## config.mk

```make
export PLATFORM = sky130hd
export DESIGN_NAME = transducer_fire_sequencer_flat
export DESIGN_NICKNAME = d
export VERILOG_FILES = /design/src/rtl/tx_pkg.sv /design/src/rtl/transducer_fire_sequencer_if.sv /design/src/rtl/tx_pd_regfile.sv /design/src/rtl/transducer_fire_sequencer.sv /design/src/flat_wrapper.sv
export SDC_FILE = /design/constraint.sdc
export NUM_CORES = 1
export LEC_CHECK = 0
export ABC_AREA = 1
export CAP_MARGIN = 20
export CORE_ASPECT_RATIO = 1.75
export CORE_UTILIZATION = 56
export CTS_BUF_LIST = sky130_fd_sc_hd__clkbuf_4 sky130_fd_sc_hd__clkbuf_8
export DETAILED_ROUTE_END_ITERATION = 8
export PLACE_DENSITY = 0.89
export SLEW_MARGIN = 0
export SYNTH_ARGS = -nofsm -noshare
export SYNTH_HDL_FRONTEND = slang
export SYNTH_SLANG_ARGS = --single-unit
```

## constraint.sdc

```tcl
create_clock -name clk -period 4.71 [get_ports clk]
set_input_delay 0.942 -clock clk [delete_from_list [all_inputs] [get_ports clk]]
set_output_delay 0.942 -clock clk [all_outputs]
set_load 0.01 [all_outputs]
```

## src/rtl/tx_pkg.sv

```systemverilog
// Shared types and constants for the transducer fire sequencer.
package tx_pkg;

  typedef enum logic [2:0] {
    IDLE    = 3'd0,
    ARM     = 3'd1,
    MARK    = 3'd2,
    FIRE    = 3'd3,
    RELEASE = 3'd4,
    GAP     = 3'd5,
    FAULT   = 3'd6
  } state_t;

  localparam int ARM_CYC  = 2;
  localparam int MARK_CYC = 2;
  localparam int TX_PD_W  = 16;
  localparam int TX_CT_W  = 9;

endpackage

```

## src/rtl/transducer_fire_sequencer_if.sv

```systemverilog
// Channel-side bus between the sequencer (master) and the per-channel output stages (slave).
interface transducer_fire_sequencer_if
  import tx_pkg::*;
#(
    parameter int N_CH = 8,
    parameter int PD_W = TX_PD_W,
    parameter int CT_W = TX_CT_W
);
    logic [N_CH-1:0]      ch_active;
    logic                 ch_rst;
    logic                 ch_mark;
    logic                 ch_go;
    logic [N_CH*PD_W-1:0] ch_pd;
    logic [CT_W-1:0]      ch_ct;
    logic [N_CH-1:0]      ch_fire_done;
    logic [N_CH-1:0]      ch_warn;

    modport master (
        output ch_active, ch_rst, ch_mark, ch_go, ch_pd, ch_ct,
        input  ch_fire_done, ch_warn
    );

    modport slave (
        input  ch_active, ch_rst, ch_mark, ch_go, ch_pd, ch_ct,
        output ch_fire_done, ch_warn
    );
endinterface

```

## src/rtl/tx_pd_regfile.sv

```systemverilog
// Per-channel phase-delay registers with a single write port and a flat read bus.
module tx_pd_regfile
  import tx_pkg::*;
#(
    parameter int N_CH = 8,
    parameter int PD_W = TX_PD_W,
    parameter int AW   = $clog2(N_CH)
)(
    input  logic                 clk,
    input  logic                 rst,
    input  logic                 we,
    input  logic [AW-1:0]        addr,
    input  logic [PD_W-1:0]      wdata,
    output logic [N_CH*PD_W-1:0] rdata
);

    // Out-of-range addresses simply match no lane.
    always_ff @(posedge clk) begin
        if (!rst) begin
            rdata <= '0;
        end else if (we) begin
            for (int i = 0; i < N_CH; i++) begin
                if (int'(addr) == i) rdata[i*PD_W +: PD_W] <= wdata;
            end
        end
    end

endmodule

```

## src/rtl/transducer_fire_sequencer.sv

```systemverilog
// Sequences the per-channel arm/mark/fire/release cycle for a programmed number of fires,
// watching channel completion and warnings and latching a sticky fault.
module transducer_fire_sequencer
  import tx_pkg::*;
#(
    parameter int N_CH  = 8,
    parameter int PD_W  = TX_PD_W,
    parameter int CT_W  = TX_CT_W,
    parameter int TMO_W = 18,
    parameter int IV_W  = 24
)(
    input  logic                    clk,
    input  logic                    rst,
    input  logic                    cfg_we,
    input  logic [$clog2(N_CH)-1:0] cfg_addr,
    input  logic [PD_W-1:0]         cfg_pd,
    input  logic [CT_W-1:0]         charge_time,
    input  logic [N_CH-1:0]         ch_enable,
    input  logic [15:0]             num_fires,
    input  logic [IV_W-1:0]         interval,
    input  logic                    start,
    input  logic                    abort,
    input  logic                    clear_fault,
    transducer_fire_sequencer_if.master ch,
    output logic                    busy,
    output logic                    done,
    output logic                    fault,
    output logic [N_CH-1:0]         fault_ch,
    output logic [15:0]             fires_left
);

    localparam logic [TMO_W-1:0] TMO_MAX = '1;

    state_t          st, st_n;
    logic [IV_W-1:0] cnt, cnt_n, iv;
    logic [TMO_W-1:0] tmo, tmo_n;
    logic [15:0]     fl_n;
    logic [N_CH-1:0] fch_n, warn_hit, pend;
    logic            fault_n, done_n, latch;

    tx_pd_regfile #(.N_CH(N_CH), .PD_W(PD_W)) u_pd (
        .clk   (clk),
        .rst   (rst),
        .we    (cfg_we && !busy),
        .addr  (cfg_addr),
        .wdata (cfg_pd),
        .rdata (ch.ch_pd)
    );

    // Disabled channels never hold up completion and never raise a fault.
    assign warn_hit = ch.ch_warn & ch.ch_active;
    assign pend     = ch.ch_active & ~ch.ch_fire_done;

    always_ff @(posedge clk) begin
        if (!rst) st <= IDLE;
        else      st <= st_n;
    end

    always_comb begin
        st_n    = st;
        cnt_n   = cnt;
        tmo_n   = tmo;
        fl_n    = fires_left;
        fault_n = fault;
        fch_n   = fault_ch;
        done_n  = 1'b0;
        latch   = 1'b0;
        if (st == IDLE) begin
            if (start) begin
                latch = 1'b1;
                fl_n  = num_fires;
                cnt_n = '0;
                if (num_fires != '0) st_n = ARM;
                else                 done_n = 1'b1;
            end
        end else if (abort) begin
            st_n    = IDLE;
            fault_n = 1'b0;
            fch_n   = '0;
        end else if (st == FAULT) begin
            if (clear_fault) begin
                st_n    = IDLE;
                fault_n = 1'b0;
                fch_n   = '0;
            end
        end else if (warn_hit != '0) begin
            st_n    = FAULT;
            fault_n = 1'b1;
            fch_n   = warn_hit;
        end else if (st == FIRE && pend != '0 && tmo == TMO_MAX - TMO_W'(1)) begin
            st_n    = FAULT;
            fault_n = 1'b1;
            fch_n   = pend;
        end else begin
            case (st)
                ARM: begin
                    if (cnt == IV_W'(ARM_CYC - 1)) begin
                        st_n  = MARK;
                        cnt_n = '0;
                    end else begin
                        cnt_n = cnt + IV_W'(1);
                    end
                end
                MARK: begin
                    if (cnt == IV_W'(MARK_CYC - 1)) begin
                        st_n  = FIRE;
                        cnt_n = '0;
                        tmo_n = '0;
                    end else begin
                        cnt_n = cnt + IV_W'(1);
                    end
                end
                FIRE: begin
                    if (pend == '0) begin
                        if (fires_left != '0) fl_n = fires_left - 16'd1;
                        st_n = RELEASE;
                    end else if (tmo != TMO_MAX) begin
                        tmo_n = tmo + TMO_W'(1);
                    end
                end
                RELEASE: begin
                    cnt_n = '0;
                    if (fires_left != '0) begin
                        st_n = (iv == '0) ? ARM : GAP;
                    end else begin
                        st_n   = IDLE;
                        done_n = 1'b1;
                    end
                end
                GAP: begin
                    if (cnt == iv - IV_W'(1)) begin
                        st_n  = ARM;
                        cnt_n = '0;
                    end else begin
                        cnt_n = cnt + IV_W'(1);
                    end
                end
                default: st_n = IDLE;
            endcase
        end
    end

    // Channel strobes are registered from the next state so they line up with the state.
    always_ff @(posedge clk) begin
        if (!rst) begin
            cnt          <= '0;
            tmo          <= '0;
            iv           <= '0;
            fires_left   <= '0;
            fault        <= 1'b0;
            fault_ch     <= '0;
            done         <= 1'b0;
            busy         <= 1'b0;
            ch.ch_active <= '0;
            ch.ch_ct     <= '0;
            ch.ch_rst    <= 1'b1;
            ch.ch_mark   <= 1'b0;
            ch.ch_go     <= 1'b0;
        end else begin
            cnt        <= cnt_n;
            tmo        <= tmo_n;
            fires_left <= fl_n;
            fault      <= fault_n;
            fault_ch   <= fch_n;
            done       <= done_n;
            if (latch) begin
                ch.ch_active <= ch_enable;
                ch.ch_ct     <= charge_time;
                iv           <= interval;
            end
            busy       <= !(st_n inside {IDLE, FAULT});
            ch.ch_rst  <= st_n inside {IDLE, ARM, RELEASE, FAULT};
            ch.ch_mark <= st_n inside {MARK, FIRE};
            ch.ch_go   <= (st_n == FIRE);
        end
    end

endmodule

```

## src/flat_wrapper.sv

```systemverilog
// flat-port wrapper written by rule: the top's interface ports become plain ports
module transducer_fire_sequencer_flat import tx_pkg::*;
#(
    parameter int N_CH  = 8,
    parameter int PD_W  = TX_PD_W,
    parameter int CT_W  = TX_CT_W,
    parameter int TMO_W = 18,
    parameter int IV_W  = 24
)
  (clk, rst, cfg_we, cfg_addr, cfg_pd, charge_time, ch_enable, num_fires, interval, start, abort, clear_fault, busy, done, fault, fault_ch, fires_left, ch_ch_active, ch_ch_rst, ch_ch_mark, ch_ch_go, ch_ch_pd, ch_ch_ct, ch_ch_fire_done, ch_ch_warn);
  transducer_fire_sequencer_if #(.N_CH(N_CH), .PD_W(PD_W), .CT_W(CT_W)) ch_i ();
  input  logic clk;
  input  logic rst;
  input  logic cfg_we;
  input  logic [$clog2(N_CH)-1:0] cfg_addr;
  input  logic [PD_W-1:0] cfg_pd;
  input  logic [CT_W-1:0] charge_time;
  input  logic [N_CH-1:0] ch_enable;
  input  logic [15:0] num_fires;
  input  logic [IV_W-1:0] interval;
  input  logic start;
  input  logic abort;
  input  logic clear_fault;
  output logic busy;
  output logic done;
  output logic fault;
  output logic [N_CH-1:0] fault_ch;
  output logic [15:0] fires_left;
  output wire logic [$bits(ch_i.ch_active)-1:0] ch_ch_active;
  output wire logic [$bits(ch_i.ch_rst)-1:0] ch_ch_rst;
  output wire logic [$bits(ch_i.ch_mark)-1:0] ch_ch_mark;
  output wire logic [$bits(ch_i.ch_go)-1:0] ch_ch_go;
  output wire logic [$bits(ch_i.ch_pd)-1:0] ch_ch_pd;
  output wire logic [$bits(ch_i.ch_ct)-1:0] ch_ch_ct;
  input wire logic [$bits(ch_i.ch_fire_done)-1:0] ch_ch_fire_done;
  input wire logic [$bits(ch_i.ch_warn)-1:0] ch_ch_warn;
  assign ch_ch_active = ch_i.ch_active;
  assign ch_ch_rst = ch_i.ch_rst;
  assign ch_ch_mark = ch_i.ch_mark;
  assign ch_ch_go = ch_i.ch_go;
  assign ch_ch_pd = ch_i.ch_pd;
  assign ch_ch_ct = ch_i.ch_ct;
  assign ch_i.ch_fire_done = ch_ch_fire_done;
  assign ch_i.ch_warn = ch_ch_warn;
  transducer_fire_sequencer #(.N_CH(N_CH), .PD_W(PD_W), .CT_W(CT_W), .TMO_W(TMO_W), .IV_W(IV_W)) u_core (.clk(clk), .rst(rst), .cfg_we(cfg_we), .cfg_addr(cfg_addr), .cfg_pd(cfg_pd), .charge_time(charge_time), .ch_enable(ch_enable), .num_fires(num_fires), .interval(interval), .start(start), .abort(abort), .clear_fault(clear_fault), .ch(ch_i), .busy(busy), .done(done), .fault(fault), .fault_ch(fault_ch), .fires_left(fires_left));
endmodule
```

# Word-level counts from Yosys, hierarchy flattened
# Cells that the tools add are included.
word_totals:
  regBits: 244
  in_bits: 98
  wordCells: 159
  out_inout_bits: 175
classes:
  muxes: 58
  reduce_logical: 36
  add_sub_neg: 4
  n_eq_ne: 31
  bitwise_logic: 8
op_table:
  columns: ["cell", "n"]
  rows:
  - ["$mux W24", 8]
  - ["$mux W16", 9]
  - ["$pmux W24 S3", 1]
  - ["$mux W18", 3]
  - ["$mux W3", 14]
  - ["$mux W8", 5]
  - ["$pmux W18 S2", 1]
  - ["$reduce_bool A16 Y1", 2]
  - ["$eq A3 B3 Y1 const B", 9]
  - ["$add A24 B1 Y24 const B", 1]
  - ["$eq A24 B1 Y1 const B", 1]
  - ["$eq A24 B24 Y1", 1]
  - ["$logic_not A24 Y1", 1]
  - ["$sub A24 B1 Y24 const B", 1]
  - ["$add A18 B1 Y18 const B", 1]
  - ["$eq A18 B18 Y1 const B", 1]
  - ["$eq A3 B2 Y1 const B", 6]
  - ["$ne A18 B18 Y1 const B", 1]
  - ["$and A8 B8 Y8", 2]
  - ["$mux W1", 16]
  - ["$reduce_and A2 Y1", 8]
  - ["$reduce_bool A8 Y1", 2]
  - ["$sub A16 B1 Y16 const B", 1]
  - ["$pmux W3 S5", 1]
  - ["17 further kinds", 41]

# Depth between registers and ports, before layout
depth:
  depth_word: 13
  mapped_depth: 20
  depth_no_buf: 18

# By module
# From an unflattened synthesis, not the netlist that was laid out.
hier_totals:
  cells_unflattened: 1796
  area_unflattened_um2: 12226.7
modules_own_cells:
  columns: ["mod", "n_inst", "seq_area_each_um2", "cells_each", "area_each_um2"]
  rows:
  - ["transducer_fire_sequencer", 1, 2322.2, 1071, 7046.8]
  - ["tx_pd_regfile", 1, 2562.5, 725, 5180.0]

# Worst setup path before layout
# Ideal clock, no wire load.
synth_path:
  path_type: "input to register"
  from: "input port ch_ch_warn[7]"
  to: "register u_core.cnt[10]"
  t_required_ns: 4.594
  n_path_buf: 1
  setup_ns: 0.116
  t_arrival_ns: 2.306
  path_slack_ns: 2.288
  path_stages: 13
  cell_sequence: "nand2_1 -> inv_1 -> nor3_1 -> nand2_1 -> inv_1 -> nand2_1 -> o21ai_1 -> nand2_1 -> inv_2 -> buf_2 -> nand2_1 -> xor2_1 -> nor2_2"
synth_via:
  elab_chain_cells: 4
synth_rtl:
  columns: ["item", "line", "text"]
  rows:
  - ["start, declared", "flat_wrapper.sv:36", "input wire logic [$bits(ch_i.ch_warn)-1:0] ch_ch_warn;"]
  - ["$and A8 B8 Y8", "transducer_fire_sequencer.sv:51", "assign warn_hit = ch.ch_warn & ch.ch_active;"]
  - ["$reduce_bool A8 Y1", "transducer_fire_sequencer.sv:86", "end else if (warn_hit != '0) begin"]
  - ["$ne A2 B1 Y1 (no source line)", null, null]
  - ["$reduce_and A6 Y1 (no source line)", null, null]
  - ["end signal, assigned", "transducer_fire_sequencer.sv:160", "cnt <= cnt_n;"]
  - ["end, declared", "transducer_fire_sequencer.sv:35", "logic [IV_W-1:0] cnt, cnt_n, iv;"]
# Every way passes these cells.
# A chain may end at the register's enable or synchronous reset.

# Final worst setup path
layout_path:
  from: "input port ch_ch_warn[6]"
  to: "register u_core.cnt[0]"
# Same word-level chain as after synthesis.

==> impl_metrics.json <==
{
  "chipHeight_um": 191,
  "finish.net_count": 2010,
  "rows": 68,
  "critical_path.max_fanout": 23,
  "final_min_period_over_clock_period_pct": 73.9,
  "cts_tree": "built",
  "hold_violations": 0,
  "overflow": 0,
  "synth.yosys.seq_area_share_pct": 42.8,
  "first_pass_grt_wire_length_um": 59800,
  "number_of_global_route_vias_before_repair": 12000,
  "wl_per_cell_um": 18.2,
  "worst-r2r-setup-slack_ns": 1.40,
  "syn_inst": 1662,
  "grt_max_degree": 72,
  "post_synth_most_frequent_cells": "sky130_fd_sc_hd__nor2_1 (401), sky130_fd_sc_hd__nand2_1 (276), sky130_fd_sc_hd__dfxtp_1 (244)",
  "unrepaired_setup_endpoints_after_global_routing": "no",
  "worst_pin_slew_ns": 1.05,
  "total_of_warnings_raised_by_yosys": 0,
  "wirelength_um": 39700,
  "synth_top_area_cell": "sky130_fd_sc_hd__dfxtp_1",
  "finalSetupTns_ns": 0,
  "total_power_divided_by_cell_area_mw_per_mm2": 342,
  "synth_top_area_share_pct": 42.8,
  "synth_edf_count": 0,
  "detail_route.first_pass.iterations": 7,
  "flow.area_growth_from_synthesis_pct": 31.3,
  "min-delay-path-class": "reg2reg",
  "port-buffer-count": 272,
  "synth.cell_area_mm2": 0.0114,
  "launching_element_type_of_the_critical_path": "primary input",
  "slew-limit-headroom_pct": 29.4,
  "final_wtd_congestion": 0.951,
  "ctsResizeCount": 0,
  "cts_max_level": 2,
  "post-synth-top-count-cell": "sky130_fd_sc_hd__nor2_1",
  "cts_inserted_buffers": 38,
  "synth-main-ff-cell": "sky130_fd_sc_hd__dfxtp_1",
  "setup_viol": 0,
  "worstPathRequired_ns": 5.11,
  "drt_drc_violations_left": 0,
  "whs_ns": 0.464,
  "path_clk_slew_ns": 0.06,
  "ant_nets": 0,
  "hpwl_um": 28100,
  "drive_above_1_share_pct": 6.31,
  "route.vias.total": 12200,
  "drtIter0Drc": 814,
  "status": "finished clean",
  "syn-num-nets": 1766,
  "setup_skew_after_layout_ns": 0.0458,
  "report.final.slew_viol_count": 0,
  "synthTopCellsByArea": "sky130_fd_sc_hd__dfxtp_1 (43%), sky130_fd_sc_hd__nor2_1 (13%), sky130_fd_sc_hd__nand2_1 (9.1%)",
  "insertion_delay_ns": 0.56,
  "avg_cell_area_syn_um2": 6.86,
  "avgViaCountPerCell": 5.58,
  "max-cap-violations": 0,
  "cts-hold-fix-buffers": 0,
  "vdd_drop_max_uv": 337,
  "yosys_register_bits": 244,
  "grt_use_total_pct": 37.2,
  "max_freq_mhz": 287,
  "setup.worst_path.end_class": "register",
  "criticalPathCategory": "in2reg",
  "power_leakage_nw": 6.20,
  "post-cts-setup-buffer-count": 0,
  "num_io_pins": 273,
  "timing.critical_path.arrival_ns": 3.88,
  "core_area_mm2": 0.0198,
  "initial_utilization_pct": 57.5,
  "layout.core_utilization_pct": 75.6,
  "final_period_minus_worst_setup_slack_ns": 3.48,
  "chipWidth_um": 110,
  "ys_async_sr_fraction_pct": 0,
  "cts_sinks": 244,
  "number_of_antenna_violations_at_the_first_check_in_global_routing": 3,
  "clock_tree_root_driver_cell": "sky130_fd_sc_hd__clkbuf_8",
  "synth.distinct_cells": 40,
  "clock_tree.buffer_depth": 3,
  "fp.dieArea_mm2": 0.0210
}
worst max-delay path: stages:
cell and delay [ns]:
sky130_fd_sc_hd__clkdlybuf4s50_1 0.40, sky130_fd_sc_hd__nand2_1 0.10, sky130_fd_sc_hd__inv_1 0.08, sky130_fd_sc_hd__nor3_1 0.17, sky130_fd_sc_hd__nand2_1 0.18, sky130_fd_sc_hd__inv_1 0.18
sky130_fd_sc_hd__nand2_1 0.09, sky130_fd_sc_hd__o21ai_1 0.35, sky130_fd_sc_hd__nand2_1 0.35, sky130_fd_sc_hd__inv_2 0.41, sky130_fd_sc_hd__nand2_2 0.10, sky130_fd_sc_hd__nand2_2 0.41
sky130_fd_sc_hd__nor2_1 0.09
sequential cells by signal, indices dropped and copies added (netlist names), 8 cells and up:
register             flops
u_core.u_pd.rdata      128
u_core.cnt              24
u_core.iv               24
u_core.tmo              18
u_core.fires_left       16
u_core.ch.ch_ct          9
u_core.ch.ch_active      8
u_core.fault_ch          8
where the power goes:
group	switching (mW)	total (mW)	internal (mW)
clock	0.883	1.88	0.998
combinational	0.597	0.988	0.391
sequential	0.0930	2.25	2.16
area by class of cell:
type | instances | area (um2)
Sequential cell | 244 | 4880
Clock buffer | 55 | 726
Clock inverter | 11 | 68.8
Fill cell | 1480 | 4840
Multi-Input combinational cell | 1200 | 5650
Timing Repair Buffer | 287 | 2830
Antenna cell | 2 | 5.00
Tap cell | 245 | 307
Inverter | 135 | 507
layout by cell type (no fill, tap or decap), types with 2 or more instances in the layout:
| master | instances |
|---|---|
| sky130_fd_sc_hd__a211oi_1 | 4 |
| sky130_fd_sc_hd__a211oi_2 | 3 |
| sky130_fd_sc_hd__a21oi_1 | 87 |
| sky130_fd_sc_hd__a31oi_1 | 6 |
| sky130_fd_sc_hd__and2_1 | 2 |
| sky130_fd_sc_hd__buf_4 | 16 |
| sky130_fd_sc_hd__clkbuf_4 | 5 |
| sky130_fd_sc_hd__clkbuf_8 | 50 |
| sky130_fd_sc_hd__clkdlybuf4s50_1 | 271 |
| sky130_fd_sc_hd__clkinv_2 | 7 |
| sky130_fd_sc_hd__clkinvlp_4 | 3 |
| sky130_fd_sc_hd__dfxtp_1 | 244 |
| sky130_fd_sc_hd__diode_2 | 2 |
| sky130_fd_sc_hd__ha_1 | 6 |
| sky130_fd_sc_hd__inv_1 | 130 |
| sky130_fd_sc_hd__inv_2 | 5 |
| sky130_fd_sc_hd__nand2_1 | 275 |
| sky130_fd_sc_hd__nand2_2 | 8 |
| sky130_fd_sc_hd__nand3_1 | 53 |
| sky130_fd_sc_hd__nand3b_1 | 9 |
| sky130_fd_sc_hd__nand4_1 | 25 |
| sky130_fd_sc_hd__nor2_1 | 401 |
| sky130_fd_sc_hd__nor2_2 | 14 |
| sky130_fd_sc_hd__nor2_4 | 5 |
| sky130_fd_sc_hd__nor3_1 | 31 |
| sky130_fd_sc_hd__nor4_1 | 10 |
| sky130_fd_sc_hd__o21ai_0 | 182 |
| sky130_fd_sc_hd__o21ai_1 | 4 |
| sky130_fd_sc_hd__o22ai_1 | 3 |
| sky130_fd_sc_hd__xnor2_1 | 16 |
| sky130_fd_sc_hd__xor2_1 | 46 |
metrics by stage:
step / total power, mW / worst slack, ns / cell area, um2 / cells
3_3_place_gp: 3.23 / 0.888 / 14200 / 2111
6_report: 5.12 / 1.23 / 15000 / 2179
4_1_cts: 5.10 / 1.33 / 15000 / 2177
2_1_floorplan: 2.84 / 2.29 / 11400 / 1662
5_1_grt: 5.31 / 1.03 / 15000 / 2178
3_5_place_dp: 3.25 / 0.764 / 14200 / 2111
kinds of logic after synthesis:
| family | Yosys count | share of synthesized area [%] |
|---|---|---|
| buf+inv | 218 | 7.66 |
| xor+xnor | 62 | 4.76 |
| simple gates | 840 | 30.9 |
| compound gates | 292 | 13.3 |
| fa+ha+maj | 6 | 0.658 |
| flops | 244 | 42.8 |
final timing paths:
| path | start | endpoint | cells past startpoint |
|---|---|---|---|
| worst max register to register | u_core.st[1] | u_core.cnt[0] | 11 |
| worst min register to register | u_core.ch.ch_ct[0] | u_core.ch.ch_ct[0] | 2 |
| worst min-delay path | u_core.ch.ch_ct[0] | u_core.ch.ch_ct[0] | 2 |
| worst max-delay path | ch_ch_warn[6] | u_core.cnt[0] | 13 |
per-layer routing:
| layer | share of wire (%) | wire length (um) | track usage (%) | up-vias |
|---|---|---|---|---|
| met1 | 33 | 13100 | 34.2 | 5569 |
| met5 | 0.038 | 15 | 0 | - |
| met3 | 9.6 | 3810 | 13.2 | 201 |
| met2 | 49 | 19400 | 63.8 | 580 |
| li1 | - | - | - | 5815 |
| met4 | 8.3 | 3290 | 31.1 | 2 |
(Power assumes the default switching activity.)
